===== src/rtl/conv_col_feeder_pkg.sv =====
// Shared definitions for the convolver column feeder.
// Build option: CONV_COL_FEEDER_PAD_EN adds one zero column on each side of the image.
package conv_col_feeder_pkg;

  localparam int BIT_LEN_DEF  = 8;
  localparam int ADDR_LEN_DEF = 10;

`ifdef CONV_COL_FEEDER_PAD_EN
  localparam int PAD_COLS = 1;
`else
  localparam int PAD_COLS = 0;
`endif

  // Narrowest image that still yields at least one 3x3 window.
  localparam int MIN_WIDTH = 3 - 2 * PAD_COLS;

  typedef enum logic [2:0] {
    ST_IDLE,
    ST_KLOAD,
    ST_STREAM,
    ST_FLUSH,
    ST_DONE
  } state_t;

  localparam logic SEL_KERNEL = 1'b0;
  localparam logic SEL_IMAGE  = 1'b1;

  // Flat index of kernel element (r,c) inside the packed coefficient bus.
  function automatic int kidx(input int r, input int c);
    return 3 * r + c;
  endfunction

endpackage


===== src/rtl/conv_col_rdpipe.sv =====
// Line-memory read sequencer, 1-cycle return register and result-valid regeneration.
// Build option: CONV_COL_FEEDER_PAD_EN (only affects when the parent issues go).
import conv_col_feeder_pkg::*;

module conv_col_rdpipe #(
  parameter int BIT_LEN  = BIT_LEN_DEF,
  parameter int ADDR_LEN = ADDR_LEN_DEF
) (
  input  logic                  clk,
  input  logic                  reset,
  input  logic                  go,
  input  logic [ADDR_LEN-1:0]   width,
  input  logic                  img_valid,
  input  logic [3*BIT_LEN-1:0]  col_in,
  output logic                  rd_en,
  output logic [ADDR_LEN-1:0]   addr,
  output logic [3*BIT_LEN-1:0]  col_q,
  output logic                  res_valid
);

  localparam logic [ADDR_LEN-1:0] ADDR_ONE  = ADDR_LEN'(1);
  localparam logic [ADDR_LEN+1:0] IDX_ONE   = (ADDR_LEN+2)'(1);
  localparam logic [ADDR_LEN+1:0] FIRST_RES = (ADDR_LEN+2)'(3);

  logic [ADDR_LEN-1:0] left;
  logic                rd_d;
  logic [ADDR_LEN+1:0] img_idx;

  // Issue one read per cycle for addresses 0..width-1 once go fires.
  always_ff @(posedge clk) begin
    if (reset) begin
      rd_en <= 1'b0;
      addr  <= '0;
      left  <= '0;
    end else if (go) begin
      rd_en <= 1'b1;
      addr  <= '0;
      left  <= width - ADDR_ONE;
    end else if (rd_en) begin
      if (left == '0) begin
        rd_en <= 1'b0;
      end else begin
        addr <= addr + ADDR_ONE;
        left <= left - ADDR_ONE;
      end
    end
  end

  // Capture returned data one cycle after each read; zero when nothing was read.
  always_ff @(posedge clk) begin
    if (reset) begin
      rd_d  <= 1'b0;
      col_q <= '0;
    end else begin
      rd_d  <= rd_en;
      col_q <= rd_d ? col_in : '0;
    end
  end

  // Image valids are contiguous, so the index restarts whenever they stop;
  // a window is complete from the fourth image column onward.
  always_ff @(posedge clk) begin
    if (reset) begin
      img_idx   <= '0;
      res_valid <= 1'b0;
    end else begin
      res_valid <= img_valid && (img_idx >= FIRST_RES);
      img_idx   <= img_valid ? img_idx + IDX_ONE : '0;
    end
  end

endmodule


===== src/rtl/conv_col_feeder.sv =====
// Column-triplet source for the 3x3 convolver: kernel load, image stream, flush.
// Build option: CONV_COL_FEEDER_PAD_EN inserts a zero column before and after the image.
//
// state  | meaning
// IDLE   | waiting for an accepted start
// KLOAD  | three kernel columns, select=0
// STREAM | image columns (plus pad columns when enabled), select=1
// FLUSH  | one all-zero column pushing out the last window
// DONE   | one-cycle completion pulse
import conv_col_feeder_pkg::*;

module conv_col_feeder #(
  parameter int BIT_LEN  = BIT_LEN_DEF,
  parameter int ADDR_LEN = ADDR_LEN_DEF
) (
  input  logic                  CLK100MHZ,
  input  logic                  i_reset,
  input  logic                  i_start,
  input  logic [ADDR_LEN-1:0]   i_width,
  input  logic [9*BIT_LEN-1:0]  i_kernel,
  input  logic [3*BIT_LEN-1:0]  i_col,
  output logic                  o_rd_en,
  output logic [ADDR_LEN-1:0]   o_addr,
  output logic [BIT_LEN-1:0]    o_dato0,
  output logic [BIT_LEN-1:0]    o_dato1,
  output logic [BIT_LEN-1:0]    o_dato2,
  output logic                  o_valid,
  output logic                  o_selecK_I,
  output logic                  o_res_valid,
  output logic                  o_busy,
  output logic                  o_done
);

  localparam logic [ADDR_LEN-1:0] MIN_W     = ADDR_LEN'(MIN_WIDTH);
  localparam logic [ADDR_LEN:0]   CNT_ONE   = (ADDR_LEN+1)'(1);
  localparam logic [ADDR_LEN:0]   KLOAD_CNT = (ADDR_LEN+1)'(2);
  localparam logic [ADDR_LEN:0]   PAD_EXTRA = (ADDR_LEN+1)'(2 * PAD_COLS);
  // Reads start in KLOAD step 0, or step 1 when a leading pad column is inserted.
  localparam logic [ADDR_LEN:0]   RD_GO_CNT = (ADDR_LEN+1)'(2 - PAD_COLS);

  state_t               state, state_nxt;
  logic [ADDR_LEN:0]    cnt, cnt_nxt;
  logic [ADDR_LEN-1:0]  width_q;
  logic [9*BIT_LEN-1:0] kernel_q;
  logic                 accept;
  logic                 rd_go;
  logic [1:0]           kstep;
  logic [3*BIT_LEN-1:0] col_q;

  // State, down-counter and run parameters captured at start.
  always_ff @(posedge CLK100MHZ) begin
    if (i_reset) begin
      state    <= ST_IDLE;
      cnt      <= '0;
      width_q  <= '0;
      kernel_q <= '0;
    end else begin
      state <= state_nxt;
      cnt   <= cnt_nxt;
      if (accept) begin
        width_q  <= i_width;
        kernel_q <= i_kernel;
      end
    end
  end

  // Next-state and output decode; o_dato is zero whenever valid is low.
  always_comb begin
    state_nxt  = state;
    cnt_nxt    = cnt;
    accept     = 1'b0;
    rd_go      = 1'b0;
    kstep      = 2'd2 - cnt[1:0];
    o_valid    = 1'b0;
    o_selecK_I = SEL_KERNEL;
    o_dato0    = '0;
    o_dato1    = '0;
    o_dato2    = '0;
    o_busy     = 1'b1;
    o_done     = 1'b0;
    case (state)
      ST_IDLE: begin
        o_busy = 1'b0;
        if (i_start && (i_width >= MIN_W)) begin
          accept    = 1'b1;
          state_nxt = ST_KLOAD;
          cnt_nxt   = KLOAD_CNT;
        end
      end
      ST_KLOAD: begin
        o_valid = 1'b1;
        o_dato0 = kernel_q[kidx(int'(kstep), 0)*BIT_LEN +: BIT_LEN];
        o_dato1 = kernel_q[kidx(int'(kstep), 1)*BIT_LEN +: BIT_LEN];
        o_dato2 = kernel_q[kidx(int'(kstep), 2)*BIT_LEN +: BIT_LEN];
        rd_go   = (cnt == RD_GO_CNT);
        if (cnt == '0) begin
          state_nxt = ST_STREAM;
          cnt_nxt   = {1'b0, width_q} + PAD_EXTRA - CNT_ONE;
        end else begin
          cnt_nxt = cnt - CNT_ONE;
        end
      end
      ST_STREAM: begin
        o_valid    = 1'b1;
        o_selecK_I = SEL_IMAGE;
        {o_dato2, o_dato1, o_dato0} = col_q;
        if (cnt == '0) begin
          state_nxt = ST_FLUSH;
        end else begin
          cnt_nxt = cnt - CNT_ONE;
        end
      end
      ST_FLUSH: begin
        o_valid    = 1'b1;
        o_selecK_I = SEL_IMAGE;
        state_nxt  = ST_DONE;
      end
      ST_DONE: begin
        o_done    = 1'b1;
        state_nxt = ST_IDLE;
      end
      default: state_nxt = ST_IDLE;
    endcase
  end

  conv_col_rdpipe #(
    .BIT_LEN  (BIT_LEN),
    .ADDR_LEN (ADDR_LEN)
  ) u_rdpipe (
    .clk       (CLK100MHZ),
    .reset     (i_reset),
    .go        (rd_go),
    .width     (width_q),
    .img_valid (o_valid && (o_selecK_I == SEL_IMAGE)),
    .col_in    (i_col),
    .rd_en     (o_rd_en),
    .addr      (o_addr),
    .col_q     (col_q),
    .res_valid (o_res_valid)
  );

endmodule


===== config.mk =====
export PLATFORM = sky130hd
export DESIGN_NAME = conv_col_feeder
export DESIGN_NICKNAME = d
export VERILOG_FILES = /design/src/rtl/conv_col_feeder_pkg.sv /design/src/rtl/conv_col_rdpipe.sv /design/src/rtl/conv_col_feeder.sv
export SDC_FILE = /design/constraint.sdc
export NUM_CORES = 1
export LEC_CHECK = 0
export BUFFER_PORTS_ARGS = -buffer_cell sky130_fd_sc_hd__buf_2
export CAP_MARGIN = 20
export CORE_ASPECT_RATIO = 0.8
export CORE_MARGIN = 2
export CORE_UTILIZATION = 61
export CTS_BUF_LIST = sky130_fd_sc_hd__clkbuf_8
export DETAILED_ROUTE_END_ITERATION = 12
export PLACE_DENSITY = 0.86
export SLEW_MARGIN = 30
export SYNTH_ARGS = -nofsm -noshare
export SYNTH_HDL_FRONTEND = slang
export SYNTH_SLANG_ARGS = --single-unit

===== constraint.sdc =====
create_clock -name CLK100MHZ -period 6.95 [get_ports CLK100MHZ]
set_clock_uncertainty 0.05 [all_clocks]
set_input_delay 1.39 -clock CLK100MHZ [delete_from_list [all_inputs] [get_ports CLK100MHZ]]
set_output_delay 1.39 -clock CLK100MHZ [all_outputs]
set_load 0.01 [all_outputs]

==> flow_summary.yaml, run 1 <==
floorplanning:
  fp.dieH_um: 99.8
  start_util: 0.635
  coreArea_mm2: 0.0110
  dieArea_mm2: 0.0123
  ios: 149
  rows: 34
  die_w_um: 124
logic_synthesis:
  mappedNetlistArea_mm2: 0.00700
  yosysSeqAreaShare: 0.443
  syn_inst: 868
  synthFlopType: "dfxtp_1"
  avgSynthCellArea_um2: 8.06
  ys_ff_latch: 155
  synth.distinct_cells: 61
  yosys_warnings: 0
  synthArstFlopShare: 0
  synth_edf_count: 0
  syn_nets: 985
worst_hold_path:
  hold_class: "register to register"
  min_path_cells: 2
pwr:
  p_per_area_mw_per_mm2: 378
  p_leak_uw: 0.00337
  worst_ir_drop_vdd_v: 0.000192
  p_total_uw: 3090
grt:
  grt_pass1_vias: 5839
  grt_overflow: 0
  grt_pass1_wl_mm: 28.7
  grt_usage: 0.297
  grt_max_degree: 97
  antenna_found_initial: 0
finish:
  nets: 1103
  syn2layout_area_growth_pct: 17.0
  final-instance-count-excl-fill: 1143
  drive_gt1_frac: 0.208
  final_common_cell: "nand2_1"
  final_cell_mix: "nand2_1, dfxtp_1, buf_2"
  antenna_cells: 0
detailed_routing:
  route.detailed.drc: 0
  num_vias: 6531
  viasPerCell: 5.71
  first_iter_violations: 648
  wl_per_cell_um: 15.7
  ant_nets: 0
  drt_wl_total_mm: 17.9
  firstDrtPassIters: 5
clock_network:
  cts_made_buffers: 17
  clkLatencyLatePin_ns: 0.45
  clkTransAtPathRegs_ns: 0.08
  htree_levels: 4
  cts.hold.buffers_added: 0
  postCtsSetupBuffers: 0
  cts_buffer_depth: 2
  clockRootBuffer: "clkbuf_8"
  cts_resized: 0
  cts_num_sinks: 155
  cts_tree: "done"
critical_path:
  start_kind: "register"
  critical_path_required_ns: 5.51
  reg2regPathDepth: 8
  endpoint_kind: "output port"
  arrival_ns: 2.66
  critPathMaxFanout: 26
  critPathKind: "register to output port"
placement:
  dp_cells: 1110
  dpl.hpwl_mm: 12.2
  io_buffers: 148
  gp_congestion: 0.983
timing:
  maxSlewHeadroom: 0.414
  finalHoldViolCount: 0
  drv_slew: 0
  tns_ns: 0
  finalSetupViolCount: 0
  worst_slew_pin_slew_ns: 0.879
  max_freq_mhz: 244
  min_period_over_period: 0.590
  grt_setup_unrepaired: "false"
  period_needed_ns: 4.10
  worst_hold_slack_ns: 0.408
job:
  maxCapViolCount: 0
run_status:
  status: "completed"
[sequential cells by signal, summed over array words and instances (netlist names)]
register	cells
u_rdpipe.res_valid	1
u_rdpipe.left	10
u_rdpipe.col_q	24
u_rdpipe.addr	10
width_q	10
kernel_q	72
u_rdpipe.img_idx	12
u_rdpipe.rd_en	1
cnt	11
u_rdpipe.rd_d	1
state	3
[report_power, final]
group / leakage, uW / switching, uW / total, uW / internal, uW
logic: 0.00190 / 773 / 1220 / 449
registers: 0.00126 / 126 / 1150 / 1030
clock network: 0.000213 / 343 / 720 / 377
[synth_stat cells (3+ instances only)]
cell type | count | share of area
or4_1 | 4 | 0.0043
nor2_1 | 63 | 0.034
clkbuf_1 | 44 | 0.024
nor3b_1 | 3 | 0.0032
ha_1 | 8 | 0.014
a21oi_1 | 121 | 0.087
inv_1 | 9 | 0.0048
dfxtp_1 | 155 | 0.44
xnor2_1 | 13 | 0.016
nand2_1 | 204 | 0.11
mux2i_1 | 18 | 0.026
nand3_1 | 12 | 0.0086
o21ai_1 | 8 | 0.0057
o2111ai_1 | 3 | 0.0038
nor3_1 | 14 | 0.010
nand4_1 | 10 | 0.0089
nor4_1 | 7 | 0.0063
a211oi_1 | 6 | 0.0064
o21ai_0 | 29 | 0.021
a22o_1 | 8 | 0.010
a31oi_1 | 6 | 0.0054
or3_1 | 13 | 0.012
and2_1 | 27 | 0.024
buf_2 | 8 | 0.0057
mux4_2 | 8 | 0.026
xor2_1 | 19 | 0.024
[per-layer routing]
layer / share of wire / track usage
met1: 0.46 / 0.425
met2: 0.43 / 0.439
met3: 0.095 / 0.0841
met4: 0.019 / 0.0892
met5: 0 / 0
[cell families after synthesis]
logic type	Yosys count	share of synthesized area
xor gates and xnor gates	32	0.0401
adders and majority gates	8	0.0143
DFF	155	0.443
buffers and inverters	66	0.0390
and+or+nand+nor	375	0.240
muxes	26	0.0515
AOI/OAI and AO/OA	206	0.171
[final timing paths]
path                 endpoint          from  slack, ns
max reg2reg  u_rdpipe.left[6]      state[0]       3.67
max                o_dato1[1]      state[0]       2.85
min reg2reg      kernel_q[48]  kernel_q[48]       0.41
min              kernel_q[48]  kernel_q[48]       0.41
[cell type report]
class / count / area [um2]
Multi-Input combinational cell: 647 / 3640
Sequential cell: 155 / 3100
Fill cell: 829 / 2830
Timing Repair Buffer: 156 / 807
Clock buffer: 19 / 262
Tap cell: 144 / 180
Clock inverter: 13 / 166
Inverter: 9 / 33.8
[metrics by stage]
step,worst slack [ns],utilization,cell area [um2]
6_report,2.85,0.743,8190
3_5_place_dp,3.05,0.703,7740
4_1_cts,2.86,0.742,8170
3_3_place_gp,3.09,0.703,7740
2_1_floorplan,3.24,-,7000
5_1_grt,2.68,0.743,8190
[worst max-delay path, cell delays in order (launching register included)]
cell,delay (ns)
dfxtp_1,0.45
or3b_1,0.75
nor2_1,0.61
a22o_1,0.27
buf_2,0.14
No activity file was read; power rests on OpenSTA's default activity.
==> run 2, diff against run 1 <==
--- a/config.mk
+++ b/config.mk
@@ -5,14 +5,15 @@
 export SDC_FILE = /design/constraint.sdc
 export NUM_CORES = 1
 export LEC_CHECK = 0
+export ABC_AREA = 1
 export BUFFER_PORTS_ARGS = -buffer_cell sky130_fd_sc_hd__buf_2
 export CAP_MARGIN = 20
 export CORE_ASPECT_RATIO = 0.8
 export CORE_MARGIN = 2
-export CORE_UTILIZATION = 61
+export CORE_UTILIZATION = 51
 export CTS_BUF_LIST = sky130_fd_sc_hd__clkbuf_8
 export DETAILED_ROUTE_END_ITERATION = 12
-export PLACE_DENSITY = 0.86
+export PLACE_DENSITY = 0.76
 export SLEW_MARGIN = 30
 export SYNTH_ARGS = -nofsm -noshare
 export SYNTH_HDL_FRONTEND = slang
==> constraint.sdc (replaced) <==
create_clock -name CLK100MHZ -period 3.4 [get_ports CLK100MHZ]
set_clock_uncertainty 0.05 [all_clocks]
set_input_delay 0.68 -clock CLK100MHZ [delete_from_list [all_inputs] [get_ports CLK100MHZ]]
set_output_delay 0.68 -clock CLK100MHZ [all_outputs]
set_load 0.01 [all_outputs]
==> run 2 against run 1 <==
  * Synthesized area up 4.2%
  * Clock power up 100%
  * Global-route usage decreased by 4.8 points
  * Combinational power rose to 2.8 times the previous value
  * Critical path type unchanged
==> flow_summary.yaml, run 2 <==
run_status:
  status: "completed"
critical_path:
  path_buf_inv: 4
  critical_path_required_ns: 2.67
  r2r-end: "u_rdpipe.left[2]"
  endpoint_kind: "output port"
  start_kind: "register"
  cpMaxStageDelayCell: "dfxtp_1"
  critPathMaxFanout: 16
  reg2regPathDepth: 13
  cp_slowest_stage_delay_ns: 0.38
  critical_path.most_common_cell: "inv_1"
  r2r_slack_ns: 0.92
  critPathKind: "register to output port"
  path_delay_family: "buffers and inverters"
  arrival_ns: 2.29
  worstPathCellList: "inv_1 -> ha_1 -> inv_1 -> buf_4 -> a31oi_1 -> o21ai_0 -> buf_2"
  reg2reg_from: "cnt[0]"
logic_synthesis:
  synth_top_cell_area_share: 0.425
  synth_area_leaders: "dfxtp_1, o21ai_0, a21oi_1"
  synthFlopType: "dfxtp_1"
  synth_edf_count: 0
  mappedNetlistArea_mm2: 0.00729
  synth_area_leader_cell: "dfxtp_1"
  ys_ff_latch: 155
  synth_common_cells: "inv_1, o21ai_0, dfxtp_1"
  synth.most_common_cell: "inv_1"
  avgSynthCellArea_um2: 7.13
  synthArstFlopShare: 0
  yosys_warnings: 0
  syn_nets: 1140
  yosysSeqAreaShare: 0.425
  synth.distinct_cells: 42
  syn_inst: 1023
floorplanning:
  die_w_um: 138
  start_util: 0.515
  ios: 149
  coreArea_mm2: 0.0142
  rows: 39
  dieArea_mm2: 0.0153
  fp.dieH_um: 111
finish:
  syn2layout_area_growth_pct: 17.5
  largest_register: "kernel_q"
  final_common_cell: "inv_1"
  reg.largest.list: "kernel_q (72), u_rdpipe.col_q (24), u_rdpipe.img_idx (12)"
  drive_gt1_frac: 0.192
  nets: 1265
  final_cell_mix: "inv_1, o21ai_0, dfxtp_1"
  finish.utilization: 0.605
  largest_reg_flops: 72
timing:
  maxSlewHeadroom: 0.588
  finalSetupViolCount: 0
  max_freq_mhz: 331
  tns_ns: 0
  min_period_over_period: 0.888
  grt_setup_unrepaired: "false"
  period_needed_ns: 3.02
  finalHoldViolCount: 0
  worst_slew_pin_slew_ns: 0.618
  drv_slew: 0
detailed_routing:
  drt_wl_total_mm: 18.5
  num_vias: 6982
  firstDrtPassIters: 5
  route.detailed.drc: 0
  first_iter_violations: 509
  viasPerCell: 5.18
  wl_per_cell_um: 13.8
  ant_nets: 0
grt:
  grt_max_degree: 165
  grt_pass1_wl_mm: 30.2
  antenna_found_initial: 3
  grt_pass1_vias: 6402
  grt_overflow: 0
  grt_usage: 0.249
clock_network:
  postCtsSetupBuffers: 0
  cts_buffer_depth: 2
  htree_levels: 4
  clockRootBuffer: "clkbuf_8"
  cts_made_buffers: 17
  clkTransAtPathRegs_ns: 0.09
  cts_resized: 0
  cts_num_sinks: 155
  cts.hold.buffers_added: 0
  cts_tree: "done"
  clkLatencyLatePin_ns: 0.45
pwr:
  p_per_area_mw_per_mm2: 852
  power.share.sequential: 0.327
  worst_ir_drop_vdd_v: 0.000464
  pwr-share-clk: 0.200
  switchingPower_uw: 3280
  p_sw_frac: 0.449
  p_leak_uw: 0.00388
  p_int_uw: 4020
  pwr-share-comb: 0.473
placement:
  dpl.hpwl_mm: 13.0
  io_buffers: 148
  gp_congestion: 0.860
worst_hold_path:
  worstHoldEndpoint: "u_rdpipe.col_q[17]"
  min_path_cells: 3
  min_from: "i_col[17]"
  hold_class: "input port to register"
job:
  maxCapViolCount: 0
run 2: changes by cell type after synthesis, moves of 11 or more:
cell     previous run  this run
or3_1              13         0
nand2_1           204        98
a31oi_1             6        17
nor2_1             63        81
and2_1             27         2
mux2i_1            18         0
o21ai_0            29       160
xor2_1             19         5
xnor2_1            13         2
a21oi_1           121       152
inv_1               9       173
nand3_1            12        39
run 2: how the worst max path moves through the flow:
stage	start	slack, ns	endpoint	cells past startpoint
6_report	cnt[1]	0.38	o_dato2[4]	7
5_1_grt	cnt[1]	0.18	o_dato2[5]	7
4_1_cts	cnt[1]	0.37	o_dato0[3]	7
3_5_place_dp	cnt[1]	0.90	o_dato0[3]	7
3_3_place_gp	cnt[1]	0.92	o_dato2[4]	7
2_1_floorplan	cnt[0]	0.61	o_dato2[3]	9
run 2: power by group through the flow:
stage                     combinational [uW]  sequential [uW]  clock [uW]
final                                   3450             2390        1460
after global routing                    3890             2430        1560
after CTS                               3420             2390        1490
after detailed placement                3400             2430           0
after global placement                  3340             2420           0
after floorplan                         2570             2380           0
run 2: cells by family after synthesis:
logic type      synth area share
compound gates             0.264
simple gates               0.169
buf+inv                    0.120
flops                      0.425
fa+ha+maj                 0.0137
xor+xnor                 0.00841
run 2: worst register-to-register path: stages, from the launching register on:
cell and delay, ns:
dfxtp_1 0.32, inv_1 0.07, buf_4 0.41, ha_1 0.25, nand2_2 0.10, nor2_8 0.16
nand2_4 0.14, nand2_1 0.09, nand2_1 0.09, ha_1 0.24, inv_1 0.10, nor2_4 0.07
o31ai_1 0.22, inv_1 0.06
run 2: metal layers:
layer,global-route usage,part of all wire,up-vias
li1,-,-,3608
met2,0.386,0.45,175
met5,0,0.00043,-
met3,0.0604,0.060,32
met1,0.341,0.47,3165
met4,0.0816,0.019,2
run 2: per-stage QoR:
step	setup slack (ns)	area [um2]	hold slack, ns	power [uW]	cells
6_report	0.382	8570	0.371	7300	1347
5_1_grt	0.178	8570	0.349	7880	1346
4_1_cts	0.373	8560	0.343	7300	1345
3_5_place_dp	0.896	8150	0.384	5830	1313
3_3_place_gp	0.923	8150	0.379	5760	1313
2_1_floorplan	0.608	7290	0.368	4950	1023
run 2: final cells by class:
type | count | area (um2)
inverters | 176 | 661
clock inverters | 13 | 155
diodes | 2 | 5.00
repair buffers | 157 | 821
flip-flops and latches | 155 | 3100
fillers | 1354 | 5580
multi-input cells | 641 | 3330
well taps | 184 | 230
clock buffers | 19 | 262
